**config.mk**
```make
export PLATFORM = sky130hd
export DESIGN_NAME = core_inst_seq
export DESIGN_NICKNAME = d
export VERILOG_FILES = /design/src/rtl/core_inst_pkg.sv /design/src/rtl/core_inst_phase_cnt.sv /design/src/rtl/core_inst_seq.sv
export SDC_FILE = /design/constraint.sdc
export NUM_CORES = 1
export LEC_CHECK = 0
export CAP_MARGIN = 15
export CORE_AREA = 10 10 162 164
export DETAILED_ROUTE_END_ITERATION = 12
export DIE_AREA = 0 0 172 174
export DONT_BUFFER_PORTS = 1
export GPL_TIMING_DRIVEN = 0
export PLACE_DENSITY = 0.39
export SKIP_LAST_GASP = 1
export SYNTH_ARGS = -nofsm -noshare
export SYNTH_HDL_FRONTEND = slang
export SYNTH_SLANG_ARGS = --single-unit
```
**constraint.sdc**
```tcl
create_clock -name clk -period 4.6 [get_ports clk]
set_input_delay 0 -clock clk [delete_from_list [all_inputs] [get_ports clk]]
set_output_delay 0 -clock clk [all_outputs]
set_load 0.01 [all_outputs]
```
**src/rtl/core_inst_pkg.sv**
```systemverilog
// Shared definitions for the core instruction sequencer: instruction field map,
// the idle instruction word and the sequencer state encoding.
package core_inst_pkg;

  localparam int unsigned InstW = 34;
  localparam int unsigned AddrW = 11;

  localparam int unsigned BitAcc     = 33;
  localparam int unsigned BitPCen    = 32;
  localparam int unsigned BitPWen    = 31;
  localparam int unsigned BitPAddrLo = 20;
  localparam int unsigned BitXCen    = 19;
  localparam int unsigned BitXWen    = 18;
  localparam int unsigned BitXAddrLo = 7;
  localparam int unsigned BitOfifoRd = 6;
  localparam int unsigned BitL0Rd    = 3;
  localparam int unsigned BitL0Wr    = 2;
  localparam int unsigned BitExec    = 1;
  localparam int unsigned BitLoad    = 0;

  // Both SRAMs disabled (CEN/WEN high), every strobe low.
  localparam logic [InstW-1:0] IDLE_INST = 34'h1_800C_0000;

  typedef enum logic [2:0] {
    StIdle,
    StWRd,
    StKLoad,
    StKGap,
    StXRd,
    StExec,
    StORead
  } state_e;

endpackage

```
**src/rtl/core_inst_phase_cnt.sv**
```systemverilog
// Loadable up-counter with a terminal-count flag; one instance times every
// phase of the sequencer.
module core_inst_phase_cnt #(
  parameter int unsigned Width = 12
) (
  input  logic             i_clk,
  input  logic             i_reset,
  input  logic             i_load,
  input  logic             i_inc,
  input  logic [Width-1:0] i_last,
  output logic [Width-1:0] o_cnt,
  output logic             o_tc
);

  logic [Width-1:0] r_cnt;
  logic [Width-1:0] r_last;

  always_ff @(posedge i_clk) begin
    if (i_reset) begin
      r_cnt  <= '0;
      r_last <= '0;
    end else if (i_load) begin
      r_cnt  <= '0;
      r_last <= i_last;
    end else if (i_inc) begin
      r_cnt <= r_cnt + Width'(1);
    end
  end

  assign o_cnt = r_cnt;
  assign o_tc  = (r_cnt == r_last);

endmodule

```
**src/rtl/core_inst_seq.sv**
```systemverilog
// Single-tile job sequencer: weight load, activation stream, execute and psum
// drain, emitted as the core's 34-bit instruction word.
module core_inst_seq
  import core_inst_pkg::*;
#(
  parameter int unsigned row      = 8,
  parameter int unsigned col      = 8,
  parameter int unsigned LEN_BW   = 11,
  parameter int unsigned LOAD_GAP = row + col
) (
  input  logic              clk,
  input  logic              reset,
  input  logic              start,
  input  logic [AddrW-1:0]  w_base,
  input  logic [AddrW-1:0]  x_base,
  input  logic [AddrW-1:0]  p_base,
  input  logic [LEN_BW-1:0] len,
  input  logic              ofifo_valid,
  output logic [InstW-1:0]  inst,
  output logic              busy,
  output logic              done
);

  // One extra bit so a phase of len+1 cycles still fits.
  localparam int unsigned CntW = LEN_BW + 1;
  localparam logic [CntW-1:0] ColC = CntW'(col);
  localparam logic [CntW-1:0] GapC = CntW'(LOAD_GAP);

  state_e            r_state, w_state_nxt;
  logic [AddrW-1:0]  r_wb, r_xb, r_pb, w_wb;
  logic [LEN_BW-1:0] r_len;
  logic [CntW-1:0]   w_cnt, w_k_nxt, w_last, w_len_c;
  logic              w_tc, w_load, w_inc, w_done_nxt;
  logic [InstW-1:0]  r_inst, w_inst_nxt;
  logic              r_busy, r_done;

  assign w_len_c = CntW'(r_len);

  core_inst_phase_cnt #(
    .Width (CntW)
  ) u_phase_cnt (
    .i_clk   (clk),
    .i_reset (reset),
    .i_load  (w_load),
    .i_inc   (w_inc),
    .i_last  (w_last),
    .o_cnt   (w_cnt),
    .o_tc    (w_tc)
  );

  always_comb begin
    w_state_nxt = r_state;
    w_load      = 1'b0;
    w_inc       = 1'b0;
    w_last      = '0;
    w_done_nxt  = 1'b0;
    unique case (r_state)
      StIdle: begin
        if (start) begin
          if (len == '0) begin
            w_done_nxt = 1'b1;
          end else begin
            w_state_nxt = StWRd;
            w_load      = 1'b1;
            w_last      = ColC;
          end
        end
      end
      StWRd: begin
        if (w_tc) begin
          w_state_nxt = StKLoad;
          w_load      = 1'b1;
          w_last      = ColC - CntW'(1);
        end else begin
          w_inc = 1'b1;
        end
      end
      StKLoad: begin
        if (w_tc) begin
          w_state_nxt = StKGap;
          w_load      = 1'b1;
          w_last      = GapC - CntW'(1);
        end else begin
          w_inc = 1'b1;
        end
      end
      StKGap: begin
        if (w_tc) begin
          w_state_nxt = StXRd;
          w_load      = 1'b1;
          w_last      = w_len_c;
        end else begin
          w_inc = 1'b1;
        end
      end
      StXRd: begin
        if (w_tc) begin
          w_state_nxt = StExec;
          w_load      = 1'b1;
          w_last      = w_len_c - CntW'(1);
        end else begin
          w_inc = 1'b1;
        end
      end
      StExec: begin
        if (w_tc) begin
          w_state_nxt = StORead;
          w_load      = 1'b1;
          w_last      = w_len_c - CntW'(1);
        end else begin
          w_inc = 1'b1;
        end
      end
      StORead: begin
        // The counter doubles as the psum write count here.
        if (ofifo_valid) begin
          if (w_tc) begin
            w_state_nxt = StIdle;
            w_done_nxt  = 1'b1;
          end else begin
            w_inc = 1'b1;
          end
        end
      end
      default: w_state_nxt = StIdle;
    endcase
  end

  assign w_k_nxt = w_load ? '0 : (w_inc ? w_cnt + CntW'(1) : w_cnt);
  // On acceptance the weight base is not latched yet; take it from the port.
  assign w_wb    = (r_state == StIdle) ? w_base : r_wb;

  // Instruction for the coming cycle, built from next state and next count.
  always_comb begin
    w_inst_nxt = IDLE_INST;
    unique case (w_state_nxt)
      StWRd: begin
        if (w_k_nxt < ColC) begin
          w_inst_nxt[BitXCen]               = 1'b0;
          w_inst_nxt[BitXWen]               = 1'b1;
          w_inst_nxt[BitXAddrLo +: AddrW]   = w_wb + AddrW'(w_k_nxt);
        end
        w_inst_nxt[BitL0Wr] = (w_k_nxt != '0);
      end
      StKLoad: begin
        w_inst_nxt[BitLoad] = 1'b1;
        w_inst_nxt[BitL0Rd] = 1'b1;
      end
      StXRd: begin
        if (w_k_nxt < w_len_c) begin
          w_inst_nxt[BitXCen]             = 1'b0;
          w_inst_nxt[BitXWen]             = 1'b1;
          w_inst_nxt[BitXAddrLo +: AddrW] = r_xb + AddrW'(w_k_nxt);
        end
        w_inst_nxt[BitL0Wr] = (w_k_nxt != '0);
      end
      StExec: begin
        w_inst_nxt[BitExec] = 1'b1;
        w_inst_nxt[BitL0Rd] = 1'b1;
      end
      default: ;
    endcase
    w_inst_nxt[BitAcc] = 1'b0;
  end

  always_ff @(posedge clk) begin
    if (reset) begin
      r_state <= StIdle;
      r_inst  <= IDLE_INST;
      r_busy  <= 1'b0;
      r_done  <= 1'b0;
      r_wb    <= '0;
      r_xb    <= '0;
      r_pb    <= '0;
      r_len   <= '0;
    end else begin
      r_state <= w_state_nxt;
      r_inst  <= w_inst_nxt;
      r_busy  <= (w_state_nxt != StIdle);
      r_done  <= w_done_nxt;
      if (r_state == StIdle && start) begin
        r_wb  <= w_base;
        r_xb  <= x_base;
        r_pb  <= p_base;
        r_len <= len;
      end
    end
  end

  // The psum drain follows ofifo_valid in the same cycle.
  always_comb begin
    inst = r_inst;
    if (r_state == StORead) begin
      inst[BitOfifoRd]          = ofifo_valid;
      inst[BitPCen]             = ~ofifo_valid;
      inst[BitPWen]             = ~ofifo_valid;
      inst[BitPAddrLo +: AddrW] = ofifo_valid ? r_pb + AddrW'(w_cnt) : '0;
    end
  end

  assign busy = r_busy;
  assign done = r_done;

endmodule

```
==> results.toml <==
[critical_path]
cp.required_ns = 4.84
worstPathCellList = "xor2_2 > nor4_4 > and3_1 > buf_6 > clkbuf_4 > nor2_1 > mux2i_1 > nand2b_4 > inv_1 > fa_1 > a21o_1 > a21oi_2 > o21bai_1 > a2111oi_2 > nor3_1 > a31oi_1 > xnor2_1 > a22o_1"
crit_path_end_kind = "flop"
start_kind = "flop"
cpMaxStageDelayCell = "dfxtp_1"
criticalPathCategory = "reg -> reg"
max_stage_delay_ns = 0.48
cp_max_fo = 10
critical_path_arrival_ns = 4.56

[route]
wl_met3_um = 969
wl_met2_um = 8660
drt_wl_total_um = 20200
wl_per_cell_um = 18.6
drtIter0Drc = 287
topRoutingLayerUsed = "met4"
firstDrtPassIters = 5
route.detailed.drc = 0
avgViaCountPerCell = 4.83
drt-met1-wl_um = 10300
dr_total_vias = 5260
antenna_left = 0

[cells_and_area]
finalInstanceArea_um2 = 6840
fillCellCount = 2580
diodes = 0
nets = 886
regArea_um2 = 1790
final_cell_count_no_fill = 1089
drive_gt1_share_pct = 8.51
multi_input_area_um2 = 3580
fin_util_pct = 29.6
area_growth_pct = 21.2

[floorplanning]
die_w_um = 172
num_io_pins = 84
dieArea_um2 = 29900
initial_core_util_pct = 24.4
core_area_um2 = 23100
placementRows = 56
dieHeight_um = 174

[placed_design]
gp_congestion = 0.829
dpl.hpwl_um = 15700
placed_cells = 1021
post_dp_cell_area_um2 = 6020
port_buffers = 0

[min_path]
hold_class = "in -> reg"

[sta]
tightest_slew_ns = 0.883
fin_crit_sh_pct = 93.8
fmax_mhz = 232
slew_viol_final = 0
finClkSkew_ns = 0.0145
slew_headroom_pct = 40.4
hold_slack_ns = 0.0847
final.min_clock_period_ns = 4.31
setup_violations = 0
hold_viol = 0

[logic_synthesis]
syn_inst = 729
synth_area_per_cell_um2 = 7.74
synthArstFlopShare_pct = 0
yosysSeqAreaShare_pct = 31.6
yosys_warnings = 0
synth_ff_type = "dfxtp_1"
ys_ff_latch = 89
synthesis.area_um2 = 5650
synth-edff-count = 0
synth_cell_types = 66

[pwr]
p_leak_nw = 2.93
peakVddDrop_uv = 155
p_per_area_nw_per_um2 = 467

[outcome]
status = "completed"

[clock_network]
cts_tree = "yes"
path_clk_slew_ns = 0.07
clk_root_buffer_cell = "clkbuf_16"
clk_latency_ns = 0.36
ctsLongestPathBuffers = 2
cts.sinks = 89
tritoncts.num_buffers = 9
htreeDepth = 3

[global_routing]
grt.total_usage_pct = 13.5
grt_pass1_wl_um = 31100
grt_start_max_net_pins = 16
antenna_found_initial = 0
grt_pass1_vias = 5142
overflow = 0

[flow_run]
drv_cap = 0
[final cells by class]
type	instances	area share [%]
multi-input combinational	572	52.3
sequential	89	26.1
timing repair buffer	52	7.35
tap	290	5.30
clock buffer	10	3.49
buffer	40	3.11
inverter	30	1.65
clock inverter	6	0.622
[cells in the mapped netlist, types with 3 or more instances]
cell	n	share of area [%]
mux2i_1	3	0.53
xnor2_1	18	2.8
nor4_1	6	0.66
a311oi_1	3	0.47
nor2b_1	7	0.78
a31oi_1	9	1.0
o21ai_0	21	1.9
nand2b_1	3	0.33
dfxtp_1	89	32
nor2_1	61	4.1
clkbuf_1	23	1.5
and2_1	3	0.33
o21a_1	3	0.40
nor3_1	19	1.7
or4_1	5	0.66
o21ai_1	5	0.44
buf_2	7	0.62
a22o_1	11	1.7
or3_1	6	0.66
nand3_1	12	1.1
buf_4	7	0.93
buf_6	3	0.60
nand4_1	8	0.89
nor4_4	3	1.1
a211oi_1	5	0.66
ha_1	41	9.1
nand2_1	144	9.6
fa_1	3	1.1
xor2_1	26	4.0
a21o_1	13	1.7
and3_1	11	1.2
inv_1	29	1.9
a21oi_1	81	7.2
[per-stage QoR]
stage | total power, W | setup TNS, ns | setup WS [ns]
2_1_floorplan | 0.00196 | 0 | 0.649
3_3_place_gp | 0.00238 | -1.31 | -0.389
3_5_place_dp | 0.00237 | -1.03 | -0.272
4_1_cts | 0.00317 | 0 | 0.00983
5_1_grt | 0.00342 | -0.0496 | -0.0496
6_report | 0.00320 | 0 | 0.287
[sequential cells by signal, summed over array words and instances, names as in the netlist]
name                flops
r_pb                   11
u_phase_cnt.o_cnt      12
r_inst                 16
u_phase_cnt.r_last     12
r_xb                   11
busy                    1
r_wb                   11
done                    1
r_len                  11
r_state                 3
[cell usage in the layout (no fill, tap or decap), types with 3 or more instances in the layout]
cell             n
buf_2            6
nor4_1           6
fa_1             3
buf_6            3
dfxtp_2          5
dfxtp_1         84
or3_1            6
ha_1            41
or4_1            5
buf_4           14
nor4_4           3
and2_1           3
a31oi_1          9
mux2i_1          3
o21ai_1          4
inv_1           29
conb_1           4
o21ai_0         21
clkbuf_16        9
o21a_1           3
nor2_1          60
clkbuf_1        21
a211oi_1         5
a311oi_1         3
a21o_1          13
dlygate4sd3_1   45
xor2_1          26
nand3_1         12
nor2b_1          7
nand2_1        144
a22o_1          11
and3_1          11
nand4_1          8
a21oi_1         80
nor3_1          19
xnor2_1         18
[final timing paths]
check                                                         from               endpoint  slack (ns)  cells past startpoint
worst max-delay path            u_phase_cnt.r_last[3]$_SDFFE_PP0P_  r_inst[17]$_SDFF_PP0_        0.29                     18
worst min-delay path                                   ofifo_valid  r_state[1]$_SDFF_PP0_        0.08                      3
worst max register to register  u_phase_cnt.r_last[3]$_SDFFE_PP0P_  r_inst[17]$_SDFF_PP0_        0.29                     18
worst min register to register                r_wb[6]$_SDFFE_PP0P_   r_wb[6]$_SDFFE_PP0P_        0.46                      2
[cell families (layout without fill, tap and decap cells)]
kind of cell	after synthesis	after routing	share of synthesized area, %
AO/OA/AOI/OAI	175	175	19.5
XOR/XNOR	45	45	7.11
adder cells (fa/ha/maj)	44	44	10.2
buffers and inverters	70	138	5.67
flip-flops	89	89	31.6
multiplexers	3	3	0.532
other	2	4	0.133
AND/OR/NAND/NOR	301	301	25.4
[power by group]
part	internal [W]	switching, W	leakage (nW)	total (W)
combinational	0.000537	0.000903	2.06	0.00144
clock	0.000382	0.000341	0.135	0.000723
sequential	0.000909	0.000125	0.730	0.00103
[timing repair]
action / in CTS / in global routing
pin swaps: 3 / 4
setup endpoints to repair: 10 / 3
hold buffers: 45 / 0
setup buffers: 3 / 4
gates resized for setup: 5 / 10
endpoints found under the hold margin: 45 / 0
[routing by layer]
metal  GRT usage (%)  up-vias
met5               0        -
met4            4.13        0
met3            2.27       19
met1            19.4     2453
met2            19.8      124
li1                -     2664
[critical path, delay by kind of cell (launching register included)]
| kind | cells | cell delay [ns] |
|---|---|---|
| AO/OA/AOI/OAI | 6 | 1.31 |
| XOR/XNOR | 2 | 0.23 |
| adder cells (fa/ha/maj) | 1 | 0.48 |
| buffers and inverters | 3 | 0.50 |
| flip-flops | 1 | 0.48 |
| multiplexers | 1 | 0.22 |
| AND/OR/NAND/NOR | 5 | 0.97 |
No activity file was read; power rests on OpenSTA's default activity.
